`src/rtl/scpad_types_pkg.sv`:
```
// ---------------------------------------------------------------------------
// scpad_types_pkg
//   Shared scratchpad types.
//   - slot_mask / enable_mask / scpad_data : SRAM row select, bank enables
//     and data word.
//   - arb_id_t       : requester identity used by the SRAM arbiter.
//   - sram_arb_req_t : one request as seen by the SRAM issue stage.
//   - starve_cnt_t   : width of the per-requester starvation counters.
//   - starve_next()  : next value of a starvation counter.
// ---------------------------------------------------------------------------
package scpad_types_pkg;

  localparam int SLOT_W   = 8;
  localparam int EN_W     = 4;
  localparam int DATA_W   = 32;
  localparam int STARVE_W = 8;

  typedef logic [SLOT_W-1:0]   slot_mask;
  typedef logic [EN_W-1:0]     enable_mask;
  typedef logic [DATA_W-1:0]   scpad_data;
  typedef logic [STARVE_W-1:0] starve_cnt_t;

  typedef enum logic [1:0] {
    ARB_BE = 2'd0,
    ARB_VC = 2'd1,
    ARB_SA = 2'd2
  } arb_id_t;

  typedef struct packed {
    logic       write;
    slot_mask   slot;
    enable_mask en;
    scpad_data  wdata;
  } sram_arb_req_t;

  // Starvation counter update. A busy SRAM freezes the counter because
  // nobody could have been served; otherwise an idle or served requester
  // starts over and a waiting one counts up until it reaches the limit.
  function automatic starve_cnt_t starve_next(
    input starve_cnt_t cnt,
    input starve_cnt_t lim,
    input logic        valid,
    input logic        xfer,
    input logic        busy
  );
    starve_cnt_t nxt;
    if (busy) begin
      nxt = cnt;
    end else if (!valid || xfer) begin
      nxt = '0;
    end else if (cnt >= lim) begin
      nxt = lim;
    end else begin
      nxt = cnt + 8'd1;
    end
    return nxt;
  endfunction

endpackage

```
`src/rtl/scpad_sram_arbiter_if.sv`:
```
// ---------------------------------------------------------------------------
// scpad_sram_arbiter_if
//   Bundles the three requester ports (BE, VC, SA), the shared response
//   bus, the SRAM control port and two starvation-counter debug taps.
//   Modports:
//     slave  : arbiter view (requests/sram_busy/sram_rdata in, the rest out)
//     master : environment view (requesters plus SRAM control)
//
//   Handshake: a request transfers in any cycle where *_req_valid and
//   *_req_ready are both 1. While valid is high and ready is low the
//   requester keeps write/slot/en/wdata stable; it may drop valid without
//   a transfer. Ready never depends on a registered ack, only on the valids,
//   sram_busy and the starvation counters of the current cycle. A read
//   answers with exactly one *_res_valid pulse carrying res_rdata; a write
//   is complete at transfer and never answers.
// ---------------------------------------------------------------------------
interface scpad_sram_arbiter_if;
  import scpad_types_pkg::*;

  logic        be_req_valid, vc_req_valid, sa_req_valid;
  logic        be_req_write, vc_req_write, sa_req_write;
  slot_mask    be_req_slot,  vc_req_slot,  sa_req_slot;
  enable_mask  be_req_en,    vc_req_en,    sa_req_en;
  scpad_data   be_req_wdata, vc_req_wdata, sa_req_wdata;
  logic        be_req_ready, vc_req_ready, sa_req_ready;

  logic        be_res_valid, vc_res_valid, sa_res_valid;
  scpad_data   res_rdata;

  logic        sram_busy;
  logic        sram_valid;
  logic        sram_write;
  slot_mask    sram_slot;
  enable_mask  sram_en;
  scpad_data   sram_wdata;
  scpad_data   sram_rdata;

  starve_cnt_t dbg_vc_starve;
  starve_cnt_t dbg_sa_starve;

  modport slave (
    input  be_req_valid, vc_req_valid, sa_req_valid,
    input  be_req_write, vc_req_write, sa_req_write,
    input  be_req_slot,  vc_req_slot,  sa_req_slot,
    input  be_req_en,    vc_req_en,    sa_req_en,
    input  be_req_wdata, vc_req_wdata, sa_req_wdata,
    output be_req_ready, vc_req_ready, sa_req_ready,
    output be_res_valid, vc_res_valid, sa_res_valid,
    output res_rdata,
    input  sram_busy,
    output sram_valid, sram_write, sram_slot, sram_en, sram_wdata,
    input  sram_rdata,
    output dbg_vc_starve, dbg_sa_starve
  );

  modport master (
    output be_req_valid, vc_req_valid, sa_req_valid,
    output be_req_write, vc_req_write, sa_req_write,
    output be_req_slot,  vc_req_slot,  sa_req_slot,
    output be_req_en,    vc_req_en,    sa_req_en,
    output be_req_wdata, vc_req_wdata, sa_req_wdata,
    input  be_req_ready, vc_req_ready, sa_req_ready,
    input  be_res_valid, vc_res_valid, sa_res_valid,
    input  res_rdata,
    output sram_busy,
    input  sram_valid, sram_write, sram_slot, sram_en, sram_wdata,
    output sram_rdata,
    input  dbg_vc_starve, dbg_sa_starve
  );

endinterface

```
`src/rtl/scpad_rd_tag_pipe.sv`:
```
// ---------------------------------------------------------------------------
// scpad_rd_tag_pipe
//   Fixed-latency shift pipe that carries a {valid, tag} pair alongside an
//   SRAM read so the answer can be routed back to its requester.
//   Parameters: DEPTH (cycles from in_* to out_*), TAG_W (tag width).
//   Ports:
//     CLK, nRST     : clock, synchronous active-low reset (clears all stages)
//     in_valid_i    : a read is being issued this cycle
//     in_tag_i      : who issued it
//     out_valid_o   : read data for out_tag_o is on the SRAM bus now
//     out_tag_o     : requester owning that data
// ---------------------------------------------------------------------------
module scpad_rd_tag_pipe #(
  parameter int DEPTH = 2,
  parameter int TAG_W = 2
) (
  input  logic             CLK,
  input  logic             nRST,
  input  logic             in_valid_i,
  input  logic [TAG_W-1:0] in_tag_i,
  output logic             out_valid_o,
  output logic [TAG_W-1:0] out_tag_o
);

  logic [DEPTH-1:0] vld_q;
  logic [TAG_W-1:0] tag_q [DEPTH];

  always_ff @(posedge CLK) begin
    if (!nRST) begin
      vld_q <= '0;
      for (int i = 0; i < DEPTH; i++) begin
        tag_q[i] <= '0;
      end
    end else begin
      vld_q[0] <= in_valid_i;
      // Tags of empty slots are held at zero so idle stages look clean.
      tag_q[0] <= in_valid_i ? in_tag_i : '0;
      for (int i = 1; i < DEPTH; i++) begin
        vld_q[i] <= vld_q[i-1];
        tag_q[i] <= tag_q[i-1];
      end
    end
  end

  assign out_valid_o = vld_q[DEPTH-1];
  assign out_tag_o   = tag_q[DEPTH-1];

endmodule

```
`src/rtl/scpad_sram_arbiter.sv`:
```
// ---------------------------------------------------------------------------
// scpad_sram_arbiter
//   Three-way arbiter (BE, VC, SA) in front of a single scratchpad SRAM.
//   One request is accepted per cycle, registered into an issue stage that
//   drives the SRAM on the following cycle, and reads are answered on a
//   shared response bus RD_LAT cycles after issue.
//   Parameters:
//     RD_LAT     : SRAM read latency, issue to sram_rdata (1..8)
//     STARVE_MAX : lost arbitrations before VC/SA is promoted (1..255)
//   Ports:
//     CLK  : clock
//     nRST : synchronous active-low reset
//     bus  : requester, response and SRAM signals (slave modport)
// ---------------------------------------------------------------------------
module scpad_sram_arbiter
  import scpad_types_pkg::*;
#(
  parameter int RD_LAT     = 2,
  parameter int STARVE_MAX = 8
) (
  input  logic                 CLK,
  input  logic                 nRST,
  scpad_sram_arbiter_if.slave  bus
);

  localparam starve_cnt_t STARVE_LIM = starve_cnt_t'(STARVE_MAX);

  // -------------------------------------------------------------------------
  // Request views
  // -------------------------------------------------------------------------
  sram_arb_req_t be_req, vc_req, sa_req;

  assign be_req = {bus.be_req_write, bus.be_req_slot, bus.be_req_en, bus.be_req_wdata};
  assign vc_req = {bus.vc_req_write, bus.vc_req_slot, bus.vc_req_en, bus.vc_req_wdata};
  assign sa_req = {bus.sa_req_write, bus.sa_req_slot, bus.sa_req_en, bus.sa_req_wdata};

  // -------------------------------------------------------------------------
  // Arbitration
  //   Order: SA promoted, VC promoted, BE, VC, SA. BE has no counter, so a
  //   continuously busy BE is only interrupted through promotion. Nothing
  //   is granted while the SRAM is busy or the block is in reset.
  // -------------------------------------------------------------------------
  starve_cnt_t vc_starve_q, vc_starve_d;
  starve_cnt_t sa_starve_q, sa_starve_d;
  logic        vc_promo, sa_promo;
  logic        be_gnt, vc_gnt, sa_gnt, any_gnt;

  always_comb begin
    be_gnt   = 1'b0;
    vc_gnt   = 1'b0;
    sa_gnt   = 1'b0;
    vc_promo = bus.vc_req_valid && (vc_starve_q == STARVE_LIM);
    sa_promo = bus.sa_req_valid && (sa_starve_q == STARVE_LIM);
    if (nRST && !bus.sram_busy) begin
      if (sa_promo) begin
        sa_gnt = 1'b1;
      end else if (vc_promo) begin
        vc_gnt = 1'b1;
      end else if (bus.be_req_valid) begin
        be_gnt = 1'b1;
      end else if (bus.vc_req_valid) begin
        vc_gnt = 1'b1;
      end else if (bus.sa_req_valid) begin
        sa_gnt = 1'b1;
      end
    end
  end

  assign any_gnt          = be_gnt || vc_gnt || sa_gnt;
  assign bus.be_req_ready = be_gnt;
  assign bus.vc_req_ready = vc_gnt;
  assign bus.sa_req_ready = sa_gnt;

  assign vc_starve_d = starve_next(vc_starve_q, STARVE_LIM, bus.vc_req_valid,
                                   vc_gnt, bus.sram_busy);
  assign sa_starve_d = starve_next(sa_starve_q, STARVE_LIM, bus.sa_req_valid,
                                   sa_gnt, bus.sram_busy);

  // -------------------------------------------------------------------------
  // Winner select
  // -------------------------------------------------------------------------
  sram_arb_req_t sel_req;
  arb_id_t       sel_id;

  always_comb begin
    sel_req = '0;
    sel_id  = ARB_BE;
    if (sa_gnt) begin
      sel_req = sa_req;
      sel_id  = ARB_SA;
    end else if (vc_gnt) begin
      sel_req = vc_req;
      sel_id  = ARB_VC;
    end else if (be_gnt) begin
      sel_req = be_req;
      sel_id  = ARB_BE;
    end
  end

  // -------------------------------------------------------------------------
  // Issue stage
  //   Fields are zeroed on idle cycles so the SRAM bus is quiet whenever
  //   sram_valid is low.
  // -------------------------------------------------------------------------
  logic          iss_valid_q, iss_valid_d;
  sram_arb_req_t iss_req_q,   iss_req_d;
  arb_id_t       iss_id_q,    iss_id_d;

  assign iss_valid_d = any_gnt;
  assign iss_req_d   = any_gnt ? sel_req : '0;
  assign iss_id_d    = any_gnt ? sel_id  : ARB_BE;

  always_ff @(posedge CLK) begin
    if (!nRST) begin
      iss_valid_q <= 1'b0;
      iss_req_q   <= '0;
      iss_id_q    <= ARB_BE;
      vc_starve_q <= '0;
      sa_starve_q <= '0;
    end else begin
      iss_valid_q <= iss_valid_d;
      iss_req_q   <= iss_req_d;
      iss_id_q    <= iss_id_d;
      vc_starve_q <= vc_starve_d;
      sa_starve_q <= sa_starve_d;
    end
  end

  assign bus.sram_valid    = iss_valid_q;
  assign bus.sram_write    = iss_req_q.write;
  assign bus.sram_slot     = iss_req_q.slot;
  assign bus.sram_en       = iss_req_q.en;
  assign bus.sram_wdata    = iss_req_q.wdata;
  assign bus.dbg_vc_starve = vc_starve_q;
  assign bus.dbg_sa_starve = sa_starve_q;

  // -------------------------------------------------------------------------
  // Read return
  //   The tag enters the pipe in the issue cycle, independent of sram_busy,
  //   so it lines up with sram_rdata exactly RD_LAT cycles later.
  // -------------------------------------------------------------------------
  logic       rsp_valid;
  logic [1:0] rsp_tag;
  logic       rsp_live;
  arb_id_t    rsp_id;

  scpad_rd_tag_pipe #(
    .DEPTH (RD_LAT),
    .TAG_W (2)
  ) u_rd_tag_pipe (
    .CLK         (CLK),
    .nRST        (nRST),
    .in_valid_i  (iss_valid_q && !iss_req_q.write),
    .in_tag_i    (iss_id_q),
    .out_valid_o (rsp_valid),
    .out_tag_o   (rsp_tag)
  );

  assign rsp_id   = arb_id_t'(rsp_tag);
  // Responses are suppressed while reset is asserted so no stale read can
  // surface in the reset cycle itself.
  assign rsp_live = rsp_valid && nRST;

  assign bus.be_res_valid = rsp_live && (rsp_id == ARB_BE);
  assign bus.vc_res_valid = rsp_live && (rsp_id == ARB_VC);
  assign bus.sa_res_valid = rsp_live && (rsp_id == ARB_SA);
  assign bus.res_rdata    = rsp_live ? bus.sram_rdata : '0;

endmodule

```
`src/flat_wrapper.sv`:
```
// flat-port wrapper written by rule: the top's interface ports become plain ports
module scpad_sram_arbiter_flat import scpad_types_pkg::*;
#(
  parameter int RD_LAT     = 2,
  parameter int STARVE_MAX = 8
)
  (CLK, nRST, bus_be_req_valid, bus_vc_req_valid, bus_sa_req_valid, bus_be_req_write, bus_vc_req_write, bus_sa_req_write, bus_be_req_slot, bus_vc_req_slot, bus_sa_req_slot, bus_be_req_en, bus_vc_req_en, bus_sa_req_en, bus_be_req_wdata, bus_vc_req_wdata, bus_sa_req_wdata, bus_be_req_ready, bus_vc_req_ready, bus_sa_req_ready, bus_be_res_valid, bus_vc_res_valid, bus_sa_res_valid, bus_res_rdata, bus_sram_busy, bus_sram_valid, bus_sram_write, bus_sram_slot, bus_sram_en, bus_sram_wdata, bus_sram_rdata, bus_dbg_vc_starve, bus_dbg_sa_starve);
  scpad_sram_arbiter_if bus_i ();
  input  logic CLK;
  input  logic nRST;
  input wire logic [$bits(bus_i.be_req_valid)-1:0] bus_be_req_valid;
  input wire logic [$bits(bus_i.vc_req_valid)-1:0] bus_vc_req_valid;
  input wire logic [$bits(bus_i.sa_req_valid)-1:0] bus_sa_req_valid;
  input wire logic [$bits(bus_i.be_req_write)-1:0] bus_be_req_write;
  input wire logic [$bits(bus_i.vc_req_write)-1:0] bus_vc_req_write;
  input wire logic [$bits(bus_i.sa_req_write)-1:0] bus_sa_req_write;
  input wire logic [$bits(bus_i.be_req_slot)-1:0] bus_be_req_slot;
  input wire logic [$bits(bus_i.vc_req_slot)-1:0] bus_vc_req_slot;
  input wire logic [$bits(bus_i.sa_req_slot)-1:0] bus_sa_req_slot;
  input wire logic [$bits(bus_i.be_req_en)-1:0] bus_be_req_en;
  input wire logic [$bits(bus_i.vc_req_en)-1:0] bus_vc_req_en;
  input wire logic [$bits(bus_i.sa_req_en)-1:0] bus_sa_req_en;
  input wire logic [$bits(bus_i.be_req_wdata)-1:0] bus_be_req_wdata;
  input wire logic [$bits(bus_i.vc_req_wdata)-1:0] bus_vc_req_wdata;
  input wire logic [$bits(bus_i.sa_req_wdata)-1:0] bus_sa_req_wdata;
  output wire logic [$bits(bus_i.be_req_ready)-1:0] bus_be_req_ready;
  output wire logic [$bits(bus_i.vc_req_ready)-1:0] bus_vc_req_ready;
  output wire logic [$bits(bus_i.sa_req_ready)-1:0] bus_sa_req_ready;
  output wire logic [$bits(bus_i.be_res_valid)-1:0] bus_be_res_valid;
  output wire logic [$bits(bus_i.vc_res_valid)-1:0] bus_vc_res_valid;
  output wire logic [$bits(bus_i.sa_res_valid)-1:0] bus_sa_res_valid;
  output wire logic [$bits(bus_i.res_rdata)-1:0] bus_res_rdata;
  input wire logic [$bits(bus_i.sram_busy)-1:0] bus_sram_busy;
  output wire logic [$bits(bus_i.sram_valid)-1:0] bus_sram_valid;
  output wire logic [$bits(bus_i.sram_write)-1:0] bus_sram_write;
  output wire logic [$bits(bus_i.sram_slot)-1:0] bus_sram_slot;
  output wire logic [$bits(bus_i.sram_en)-1:0] bus_sram_en;
  output wire logic [$bits(bus_i.sram_wdata)-1:0] bus_sram_wdata;
  input wire logic [$bits(bus_i.sram_rdata)-1:0] bus_sram_rdata;
  output wire logic [$bits(bus_i.dbg_vc_starve)-1:0] bus_dbg_vc_starve;
  output wire logic [$bits(bus_i.dbg_sa_starve)-1:0] bus_dbg_sa_starve;
  assign bus_i.be_req_valid = bus_be_req_valid;
  assign bus_i.vc_req_valid = bus_vc_req_valid;
  assign bus_i.sa_req_valid = bus_sa_req_valid;
  assign bus_i.be_req_write = bus_be_req_write;
  assign bus_i.vc_req_write = bus_vc_req_write;
  assign bus_i.sa_req_write = bus_sa_req_write;
  assign bus_i.be_req_slot = bus_be_req_slot;
  assign bus_i.vc_req_slot = bus_vc_req_slot;
  assign bus_i.sa_req_slot = bus_sa_req_slot;
  assign bus_i.be_req_en = bus_be_req_en;
  assign bus_i.vc_req_en = bus_vc_req_en;
  assign bus_i.sa_req_en = bus_sa_req_en;
  assign bus_i.be_req_wdata = bus_be_req_wdata;
  assign bus_i.vc_req_wdata = bus_vc_req_wdata;
  assign bus_i.sa_req_wdata = bus_sa_req_wdata;
  assign bus_be_req_ready = bus_i.be_req_ready;
  assign bus_vc_req_ready = bus_i.vc_req_ready;
  assign bus_sa_req_ready = bus_i.sa_req_ready;
  assign bus_be_res_valid = bus_i.be_res_valid;
  assign bus_vc_res_valid = bus_i.vc_res_valid;
  assign bus_sa_res_valid = bus_i.sa_res_valid;
  assign bus_res_rdata = bus_i.res_rdata;
  assign bus_i.sram_busy = bus_sram_busy;
  assign bus_sram_valid = bus_i.sram_valid;
  assign bus_sram_write = bus_i.sram_write;
  assign bus_sram_slot = bus_i.sram_slot;
  assign bus_sram_en = bus_i.sram_en;
  assign bus_sram_wdata = bus_i.sram_wdata;
  assign bus_i.sram_rdata = bus_sram_rdata;
  assign bus_dbg_vc_starve = bus_i.dbg_vc_starve;
  assign bus_dbg_sa_starve = bus_i.dbg_sa_starve;
  scpad_sram_arbiter #(.RD_LAT(RD_LAT), .STARVE_MAX(STARVE_MAX)) u_core (.CLK(CLK), .nRST(nRST), .bus(bus_i));
endmodule
```
`config.mk`:
```
export PLATFORM = sky130hd
export DESIGN_NAME = scpad_sram_arbiter_flat
export DESIGN_NICKNAME = d
export VERILOG_FILES = /design/src/rtl/scpad_types_pkg.sv /design/src/rtl/scpad_sram_arbiter_if.sv /design/src/rtl/scpad_rd_tag_pipe.sv /design/src/rtl/scpad_sram_arbiter.sv /design/src/flat_wrapper.sv
export SDC_FILE = /design/constraint.sdc
export NUM_CORES = 1
export LEC_CHECK = 0
export ABC_AREA = 1
export BUFFER_PORTS_ARGS = -buffer_cell sky130_fd_sc_hd__buf_2
export CORE_AREA = 4 4 104 106
export CTS_CLUSTER_DIAMETER = 50
export CTS_CLUSTER_SIZE = 10
export DETAILED_ROUTE_END_ITERATION = 6
export DIE_AREA = 0 0 108 110
export PLACE_DENSITY = 0.69
export SETUP_SLACK_MARGIN = 0.4
export SYNTH_ARGS = -nofsm -noshare
export SYNTH_HDL_FRONTEND = slang
export SYNTH_SLANG_ARGS = --single-unit
```
`constraint.sdc`:
```
create_clock -name CLK -period 3.38 [get_ports CLK]
set_input_delay 0.338 -clock CLK [delete_from_list [all_inputs] [get_ports CLK]]
set_output_delay 0.338 -clock CLK [all_outputs]
set_load 0.1 [all_outputs]
```
Word level (Yosys, flattened, before mapping):

Memory sizes are Yosys's and may differ from the RTL's.
Cells that the tools add are included.
W data, S select, Z words.

* add/subtract/negate cells: 2
* order comparisons: 2
* equality and inequality tests: 4
* muxes and demuxes: 30
* bitwise gates (word level): 4
* reductions and logical operators: 19

Operator list (count)
* $mux W45: 3
* $mux W32: 1
* $mux W8: 4
* $mux W1: 18
* $add A8 B1 Y8 const B: 2
* $eq A8 B4 Y1 const B: 2
* $ge A8 B4 Y1 const B: 2
* $logic_and A1 B1 Y1: 8
* $mux W2: 4
* $logic_not A1 Y1: 4
* $logic_or A1 B1 Y1: 4
* $reduce_or A3 Y1: 1
* $eq A2 B1 Y1 const B: 1
* $eq A2 B2 Y1 const B: 1
* $logic_not A2 Y1: 1
* $not A1 Y1: 2
* $or A1 B1 Y1: 2
* $reduce_and A2 Y1: 1

* register bits: 66
* RAM bits: 4
* input bits: 173
* output and inout bits: 100
* word-level logic and storage cells: 72
* memories: 1

Memories
* u_core.u_rd_tag_pipe.tag_q: depth 2, bits a word 2, read ports 2, clocked after Yosys merged registers in 0, wr ports 2, RTL line scpad_rd_tag_pipe.sv:26 `logic [TAG_W-1:0] tag_q [DEPTH];`

Logic depth before layout (Yosys ltp):

* depth in word-level cells: 9
* depth in mapped cells: 11
* mapped depth without buffers: 10

Cells and area by module:

Synthesis repeated with hierarchy kept, for this count alone.

* cell total of the unflattened synthesis: 453
* area total of the unflattened synthesis: 3218.1 um2

Modules (own cells, without submodules)
* scpad_sram_arbiter: instances 1, cells each 433, area an instance 3035.4 um2, seq. area each 1281.2 um2
* scpad_rd_tag_pipe: instances 1, cells each 20, area an instance 182.7 um2, seq. area each 120.1 um2

Worst setup path before layout:

No wires, ideal clock.

* path type: input port to output port
* start point: in nRST
* end point: out bus_be_res_valid
* arrival: 2.694 ns
* data required time: 3.042 ns
* setup slack: 0.348 ns
* cell stages on the path: 3
* buffers on the path: 1
* cell sequence: buf_2 -> nand2_1 -> nor3_1

* cells in the longest elaborated chain, start to end: 2

Ends and longest elaborated chain
* from (decl): RTL line flat_wrapper.sv:10 `input logic nRST;`
* $logic_and A1 B1 Y1: RTL line scpad_sram_arbiter.sv:162 `assign rsp_live = rsp_valid && nRST;`
* $logic_and A1 B1 Y1: RTL line scpad_sram_arbiter.sv:164 `assign bus.be_res_valid = rsp_live && (rsp_id == ARB_BE);`
* to (decl): RTL line flat_wrapper.sv:29 `output wire logic [$bits(bus_i.be_res_valid)-1:0] bus_be_res_valid;`

No other way between the ends.

Worst setup path in the final report:

* start point: reg u_core.sa_starve_q[0], in the netlist u_core.bus.dbg_sa_starve[0]
* end point: out bus_sa_req_ready

* cells in the longest elaborated chain, start to end: 4

Ends and longest elaborated chain
* from (decl): RTL line scpad_sram_arbiter.sv:44 `starve_cnt_t sa_starve_q, sa_starve_d;`
* from (signal assigned): RTL line scpad_sram_arbiter.sv:125 `sa_starve_q <= sa_starve_d;`
* $eq A8 B4 Y1: RTL line scpad_sram_arbiter.sv:53 `sa_promo = bus.sa_req_valid && (sa_starve_q == STARVE_LIM);`
* $logic_and A1 B1 Y1: RTL line scpad_sram_arbiter.sv:53
* $mux W1: RTL line scpad_sram_arbiter.sv:55 `if (sa_promo) begin`
* $mux W1: RTL line scpad_sram_arbiter.sv:54 `if (nRST && !bus.sram_busy) begin`
* to (decl): RTL line flat_wrapper.sv:28 `output wire logic [$bits(bus_i.sa_req_ready)-1:0] bus_sa_req_ready;`

No other way between the ends.

==> summary.txt <==
Status
  • Status: complete, no violations

Clocking
  • Htree depth: 3
  • Worst skew pair latency: 0.33 ns
  • TritonCTS clock tree: yes
  • Cts repair resizes: 0
  • Post-CTS setup buffer count: 0
  • Worst-path clk slew: 0.07 ns
  • CTS sink cnt: 70
  • CTS Root Cell: clkbuf_8
  • CTS Hold Bufs: 0
  • Num CTS Buffers: 9
  • Worst-case clock buffer depth: 2

Worst setup path
  • Crit-path cells: inv_1, ha_1, nand2_1, nor2_1, nand2_1, nand2_1, nand2_2, inv_4, buf_2
  • CP max stage cell: buf_2
  • Crit path kind: reg2out
  • CP max FO: 46
  • Crit path arrival time: 2.22 ns
  • CP max stage delay: 0.52 ns
  • Crit end category: primary output
  • Worst Setup Start Kind: flop
  • Top Family by Delay on Critical Path: buffers and inverters
  • Crit-path most repeated cell: nand2_1
  • Buf+Inv Stages, Crit Path: 3
  • Worst path required time: 3.04 ns

Yosys
  • Synth area leaders: dfxtp_1, nand3_1, nand2_1
  • Synthesized area: 3140 µm²
  • Post-synth top area cell: dfxtp_1
  • Syn Nets: 630
  • Syn Inst Count: 453
  • Top cell type's share of synthesized area: 44.7%
  • Seq/Total Area, Yosys: 44.7%
  • Syn. warnings: 0
  • Avg Inst Size Synth: 6.92 µm²
  • Yosys cell types: 20
  • Synthesis-stage register bit count: 70

Power and ir drop
  • Sw Ratio: 34.7%
  • Internal cell power: 1.27 mW
  • Pleak: 2.78 nW
  • Tot Pwr: 1.94 mW
  • Switch Pwr: 0.674 mW
  • Register share of total power: 44.7%
  • PD cells: 413 nW/µm²
  • Clk pwr share: 29.9%
  • Max VDD drop: 0.169 mV
  • Combinational group share of total power: 25.4%

Final layout
  • Layout area overhead: 49.8%
  • FILL cells: 987
  • Most common cell after layout, fill and taps aside: buf_2
  • Highest-count cells in the layout ignoring fill and taps: buf_2, nand2_1, nand3_1
  • Final nets: 895
  • Final core occ: 48.1%
  • ANT cells: 0
  • Final instance area: 4700 µm²
  • Proportion of layout cells with a drive suffix above 1: 41.7%

Detailed routing
  • Vias per inst: 4.52
  • DR vias: 3859
  • Number of iterations in the first detailed-routing pass: 4
  • Per-cell routed wire length: 13.3 µm
  • # DRC: 0
  • Met1 Routed Length: 4170 µm
  • Antenna-violating nets left: 0
  • DR top layer: met5
  • DR iter-0 viols: 167
  • Routed wl met3: 1310 µm
  • Final wirelength: 11300 µm
  • WL met2: 5500 µm

Floorplan
  • Die footprint: 11900 µm²
  • Die W: 108 µm
  • Initial Util: 32.1%
  • Ports: 273
  • Rows: 36
  • Die H: 110 µm
  • Core Region: 9770 µm²

Place
  • PortBufs: 272
  • Placed cell area: 4540 µm²
  • Pre-CTS setup slack: 1.09 ns
  • DPL Wire Length: 9130 µm
  • Routability Congestion: 0.887

STA
  • Slew Limit Fails: 0
  • Count of final setup violators: 0
  • Fmax: 391 MHz
  • Final hold violations: 0
  • Final TNS setup: 0 ns
  • Unrepaired setup endpoints after global routing: no
  • Worst-margin pin slew: 0.976 ns
  • Setup Skew: 0.00860 ns
  • Relative max-transition margin: 34.8%
  • Min Clock Period, post-route: 2.56 ns
  • Final WS setup: 0.820 ns
  • Crit share post-route: 75.7%

Job
  • Max Cap Viol: 0

Global route
  • Remaining Overflow, GRT: 0
  • All-layer global routing usage: 17.5%
  • Global-route wire length before repair: 16400 µm
  • Largest net degree at the start of global routing: 47
  • Antenna violations before repair: 1
  • Vias in the first global route: 3601

Hold path
  • Min-delay worst type: in2reg
[flip-flops by register name, indices dropped and copies added (netlist names)]
signal and cells:
u_core.bus.sram_wdata 32, u_core.bus.dbg_sa_starve 8, u_core.bus.dbg_vc_starve 8, u_core.bus.sram_slot 8, u_core.bus.sram_en 4, u_core.u_rd_tag_pipe.tag_q 4
u_core.iss_id_q 2, u_core.u_rd_tag_pipe.vld_q 2, u_core.bus.sram_valid 1, u_core.bus.sram_write 1
[final cells by class]
| cell class | count | area, µm² | share of cell area (%) |
|---|---|---|---|
| Clock buffer | 11 | 151 | 3.22 |
| Clock inverter | 2 | 10.0 | 0.213 |
| Inverter | 62 | 235 | 5.01 |
| Multi-Input combinational cell | 300 | 1350 | 28.7 |
| Sequential cell | 70 | 1400 | 29.8 |
| Tap cell | 133 | 166 | 3.54 |
| Timing Repair Buffer | 275 | 1380 | 29.5 |
[final timing paths]
| kind | from | end | slack (ns) | depth (start not counted) |
|---|---|---|---|---|
| worst max-delay path | u_core.bus.dbg_sa_starve[0]$_SDFFE_PN0N_ | bus_sa_req_ready | 0.82 | 9 |
| worst min-delay path | bus_be_req_wdata[3] | u_core.bus.sram_wdata[3]$_SDFF_PN0_ | 0.20 | 3 |
| worst max register to register | u_core.bus.dbg_sa_starve[0]$_SDFFE_PN0N_ | u_core.bus.sram_wdata[11]$_SDFF_PN0_ | 1.54 | 10 |
| worst min register to register | u_core.iss_id_q[0]$_SDFF_PP0_ | u_core.u_rd_tag_pipe.tag_q[0][0]$_SDFF_PN0_ | 0.41 | 2 |
[cell families after synthesis]
group | after synthesis | share of synthesized area, %
compound gates | 12 | 2.27
buf+inv | 83 | 12.3
fa+ha+maj | 4 | 1.60
flops | 70 | 44.7
xor+xnor | 1 | 0.279
simple gates | 283 | 38.9
[per-layer routing]
layer	GRT usage (%)	up-vias
met5	0	-
met4	7.66	2
met3	7.11	28
met2	30.6	231
met1	18.7	1661
li1	-	1937
[power groups by stage]
stage | logic [mW] | clock network, mW | registers (mW)
after floorplan | 0.118 | 0 | 1.11
after global placement | 0.491 | 0 | 0.886
after detailed placement | 0.495 | 0 | 0.887
after CTS | 0.496 | 0.604 | 0.868
after global routing | 0.521 | 0.635 | 0.871
final | 0.493 | 0.581 | 0.868
[synth_stat cells]
cell type / n
inv_4: 1
o21ai_1: 4
buf_2: 9
a21oi_1: 4
inv_1: 56
dfxtp_1: 70
nand2_2: 3
ha_1: 4
nand4_1: 4
inv_2: 5
xor2_1: 1
nand2_1: 119
nand3_1: 96
o21ai_4: 1
o21ai_0: 3
clkbuf_1: 4
buf_6: 8
nor2_4: 2
nor2_1: 55
nor3_1: 4
[worst reg2reg max path, stage by stage, from the launching register on]
cell and delay (ns):
dfxtp_1 0.38, inv_1 0.08, ha_1 0.22, nand4_1 0.10, nor2_1 0.08, nor2_1 0.09, nand2_1 0.10, inv_2 0.07
buf_4 0.39, nand2_1 0.16, nand3_1 0.10
[through the flow]
step	cells	hold slack, ns
3_5_place_dp	840	0.400
6_report	853	0.197
4_1_cts	853	0.177
5_1_grt	853	0.176
3_3_place_gp	840	0.397
2_1_floorplan	453	0.390
No activity file was read; power rests on OpenSTA's default activity.
